$ cat config.mk
export PLATFORM = sky130hd
export DESIGN_NAME = maxpool2x2_stream
export DESIGN_NICKNAME = d
export VERILOG_FILES = /design/src/rtl/maxpool2x2_stream.sv
export SDC_FILE = /design/constraint.sdc
export NUM_CORES = 1
export LEC_CHECK = 0
export BUFFER_PORTS_ARGS = -buffer_cell sky130_fd_sc_hd__buf_2
export CAP_MARGIN = 0
export CORE_UTILIZATION = 59
export CTS_CLUSTER_DIAMETER = 30
export DETAILED_ROUTE_END_ITERATION = 8
export MAX_ROUTING_LAYER = met4
export PLACE_DENSITY = 0.82
export RECOVER_POWER = 100
export SYNTH_ARGS = -nofsm -noshare
export SYNTH_HDL_FRONTEND = slang
export SYNTH_SLANG_ARGS = --single-unit
$ cat constraint.sdc
create_clock -name clk -period 4.4 [get_ports clk]
set_input_delay 0.88 -clock clk [delete_from_list [all_inputs] [get_ports clk]]
set_output_delay 0.88 -clock clk [all_outputs]
set_load 0.01 [all_outputs]
$ cat src/rtl/maxpool2x2_stream.sv
// Streaming 2x2 stride-2 max-pool over raster-order pixels with a half-width row buffer.
// Define MAXPOOL2X2_RELU_EN to clamp negative pooled results to zero.
module maxpool2x2_stream #(
    parameter int WIDTH  = 16,
    parameter int HEIGHT = 16,
    parameter int DATA_W = 18
) (
    input  logic                     clk,
    input  logic                     rst,
    input  logic signed [DATA_W-1:0] in_data,
    input  logic                     in_valid,
    output logic                     in_ready,
    output logic signed [DATA_W-1:0] out_data,
    output logic                     out_valid,
    input  logic                     out_ready,
    output logic                     frame_done
);

    localparam int CW = (WIDTH > 2) ? $clog2(WIDTH) : 1;
    localparam int RW = (HEIGHT > 2) ? $clog2(HEIGHT) : 1;
    localparam int HW = (WIDTH > 2) ? $clog2(WIDTH / 2) : 1;

    logic        [CW-1:0]     col;
    logic        [RW-1:0]     row;
    logic signed [DATA_W-1:0] hreg;
    logic signed [DATA_W-1:0] rowbuf [WIDTH/2];
    logic                     out_last;

    logic                     in_xfer;
    logic                     out_xfer;
    logic                     col_last;
    logic                     row_last;
    logic                     load;
    logic        [HW-1:0]     hidx;
    logic signed [DATA_W-1:0] hmax;
    logic signed [DATA_W-1:0] rb_q;
    logic signed [DATA_W-1:0] pool;
    logic signed [DATA_W-1:0] res;

    assign in_ready = !out_valid || out_ready;
    assign in_xfer  = in_valid && in_ready;
    assign out_xfer = out_valid && out_ready;
    assign col_last = (col == CW'(WIDTH - 1));
    assign row_last = (row == RW'(HEIGHT - 1));
    assign hidx     = HW'(col >> 1);
    assign rb_q     = rowbuf[hidx];
    assign hmax     = (in_data > hreg) ? in_data : hreg;
    assign pool     = (rb_q > hmax) ? rb_q : hmax;
    assign load     = in_xfer && col[0] && row[0];

`ifdef MAXPOOL2X2_RELU_EN
    assign res = pool[DATA_W-1] ? '0 : pool;
`else
    assign res = pool;
`endif

    always_ff @(posedge clk or negedge rst) begin
        if (!rst) begin
            col        <= '0;
            row        <= '0;
            hreg       <= '0;
            out_data   <= '0;
            out_valid  <= 1'b0;
            out_last   <= 1'b0;
            frame_done <= 1'b0;
        end else begin
            frame_done <= out_xfer && out_last;
            if (in_xfer) begin
                if (!col[0]) begin
                    hreg <= in_data;
                end
                if (col_last) begin
                    col <= '0;
                    row <= row_last ? '0 : row + 1'b1;
                end else begin
                    col <= col + 1'b1;
                end
            end
            // A new load takes priority over the handoff of the previous result.
            if (load) begin
                out_data  <= res;
                out_valid <= 1'b1;
                out_last  <= row_last && col_last;
            end else if (out_xfer) begin
                out_valid <= 1'b0;
            end
        end
    end

    // Row buffer holds no reset; it is always rewritten on the even row before use.
    always_ff @(posedge clk) begin
        if (in_xfer && col[0] && !row[0]) begin
            rowbuf[hidx] <= hmax;
        end
    end

endmodule
==> flow_summary.yaml <==
floorplanning:
  design.core.area_um2: 13830
  die_y_um: 120.7
  die_width_um: 120.7
  design.die.area_um2: 14580
  start_util_pct: 60.16
  fp-row-count: 43
  ios: 43
global_route:
  grt_max_degree: 48
  grtUsageTotal_pct: 29.42
  overflow: 0
  grt_antenna_before_repair: 0
  grt_pass1_vias: 5740
  grt_pass1_wl_um: 30570
clock_network:
  cts.sinks: 191
  clock_latency_ns: 0.44
  htree_levels: 4
  postCtsHoldBufs: 0
  cts_tree: "yes"
  path_clk_slew_ns: 0.08
  root_buffer: "clkbuf_16"
  clock_path_buffers: 2
  cts_made_buffers: 17
synth:
  muxShareOfSynthArea_pct: 3.144
  synth-async-reset-ratio_pct: 24.61
  syn-instance-count: 606
  syn_area_um2: 8318
  syn-num-nets: 666
  synth.yosys.warnings: 0
  synthSimpleGateAreaFrac_pct: 8.409
  synth-edff-count: 144
  synthAdderAreaFrac_pct: 5.716
  synth_xor_area_share_pct: 0.2106
  synth_seq_area_share_pct: 66.13
  synth_compound_area_share_pct: 12.86
  synth_seq_cells: 191
  synth_area_leaders: "edfxtp_1, dfrtp_1, a22oi_1"
  synth_top_family_by_area: "compound AO/OA/AOI/OAI gates"
  synthFlopType: "edfxtp_1"
  post-synth-top-area-cell: "edfxtp_1"
  synth_cell_type_count: 45
  avgSynthCellArea_um2: 13.73
  synth_top_area_share_pct: 51.99
drt:
  dr_wl_met2_um: 11270
  drtIter0Drc: 719
  num_vias: 6043
  met3_length_um: 1794
  wire_per_inst_um: 24.17
  drt_wl_total_um: 22190
  viasPerCell: 6.583
  drc: 0
  ant_nets: 0
  routedLengthMet1_um: 8308
  firstDrtPassIters: 5
  top_layer_used: "met4"
placement:
  gp_congestion: 0.8848
  place_ws_ns: -0.4722
  dp_hpwl_um: 13090
  portBuffers: 42
  dp.cells: 874
final_layout:
  final_util_pct: 74.91
  final_common_cell: "edfxtp_1"
  fin_cells: 918
  fill_cells: 742
  nNetsFinal: 785
  diodes: 0
  final_cell_mix: "edfxtp_1, a22oi_1, buf_4"
  syn2layout_area_growth_pct: 24.52
  drive_gt1_share_pct: 26.42
setup_path:
  cp-start-kind: "primary input"
  arrival_ns: 4.88
  cp_max_fo: 8
  endpoint_kind: "register"
  cp.required_ns: 4.74
  r2r_slack_ns: -0.10
  worstSetupPathType: "primary input to register"
pwr:
  ir_drop_uv: 521.1
  p_leak_nw: 3.876
  pwr-share-clk_pct: 19.0
  finalPower_mw: 8.503
  p_per_area_nw_per_um2: 821.0
  p_sw_mw: 3.287
  pwr-share-comb_pct: 48.5
  internal_power_mw: 5.216
  p_sw_share_pct: 38.66
  pwr-share-seq_pct: 32.4
worst_hold_path:
  min_path_type: "register to register"
sta:
  max_freq_mhz: 220.1
  fin_crit_sh_pct: 103.3
  drv_slew: 48
  setup_ws_ns: -0.1432
  slew_headroom_pct: -66.35
  tightest_slew_ns: 2.495
  min_period_ns: 4.543
  fin_skew_ns: 0.009486
  setup_viol: 18
  hold_violations: 0
  tns_ns: -1.323
outcome:
  violations: "max-capacitance violations, max-slew violations, negative setup slack"
  status: "finished, violations left"
job:
  maxCapViolCount: 1
==> layer usage <==
layer	up-vias	track usage [%]
li1	2562	-
met1	2990	36.45
met2	401	46.30
met3	90	5.849
met4	0	15.20
met5	-	-
==> registers in the layout, summed over array words and instances (netlist names) <==
name and count:
col 4, frame_done 1, hreg 18, out_data 18, out_last 1, out_valid 1
row 4, rowbuf 144
==> logic make-up after synthesis <==
group	Yosys count
flops	191
compound gates	145
simple gates	138
buf+inv	71
fa+ha+maj	38
mux	21
xor+xnor	2
==> cell usage after synthesis, types with 3 or more instances <==
master    instances
nor2_1           16
nand4_1          24
dfrtp_1          47
nor3_1            5
a21oi_1           9
buf_2             3
nand2_1          51
a21o_1            8
mux2i_2           9
o211ai_1          7
nand3_1          24
and3_1            3
clkbuf_1         23
o21ai_0          24
mux2i_1           7
inv_1            43
edfxtp_1        144
ha_1             38
a22oi_1          72
mux2_2            4
nor3b_2           3
o211ai_2         10
==> path summary, 6_finish.rpt <==
check                        startpoint           end  cells past startpoint
setup / recovery             in_data[6]   out_data[1]                     17
hold / removal             out_data[10]  out_data[10]                      2
setup reg to reg               hreg[10]   out_data[1]                     17
hold reg to reg            out_data[10]  out_data[10]                      2
max in group asynchronous           rst       hreg[8]                      1
min in group asynchronous           rst        row[3]                      1
==> power groups by stage <==
stage               Sequential (mW)  Clock (mW)  Combinational (mW)
global placement               2.73           0                3.07
detailed placement             2.75           0                3.25
floorplan                      2.69           0                2.01
CTS                            2.71        1.62                3.44
finish                         2.76        1.62                4.13
global route                   2.78        1.69                4.40
==> layout make-up <==
type                            instances  area [µm²]  share of cell area (%)
Inverter                               43       161.4                   1.558
Clock inverter                         15       201.4                   1.945
Clock buffer                           17       425.4                   4.107
Multi-Input combinational cell        344        2984                   28.81
Timing Repair Buffer                  128       859.6                   8.299
Tap cell                              180       225.2                   2.174
Sequential cell                       191        5500                   53.10
==> through the flow <==
step / hold slack (ns) / area (µm²)
2_1_floorplan: 0.4414 / 8358
3_5_place_dp: 0.4587 / 9235
3_3_place_gp: 0.4538 / 9235
4_1_cts: 0.4746 / 9946
5_1_grt: 0.5237 / 10360
6_report: 0.5025 / 10360
==> worst max-delay path: stages <==
cell	delay, ns
buf_2	0.11
ha_1	0.29
nand4_1	0.14
nor4_2	0.08
a221o_1	0.39
o31a_1	0.34
o21ai_4	0.28
buf_12	0.21
mux2i_2	0.29
ha_1	0.29
and2_1	0.20
a221oi_1	0.33
nor3_1	0.11
o31a_1	0.35
nand2b_4	0.19
buf_6	0.17
o211ai_1	0.21
==> repair_timing <==
| action | 4_1_cts | 5_1_grt |
|---|---|---|
| resized for setup | 7 | 65 |
| gates cloned | 0 | 1 |
| setup buffers | 6 | 7 |
| pin swaps | 4 | 20 |
| setup endpoints to repair | 18 | 18 |
(Power assumes the default switching activity.)
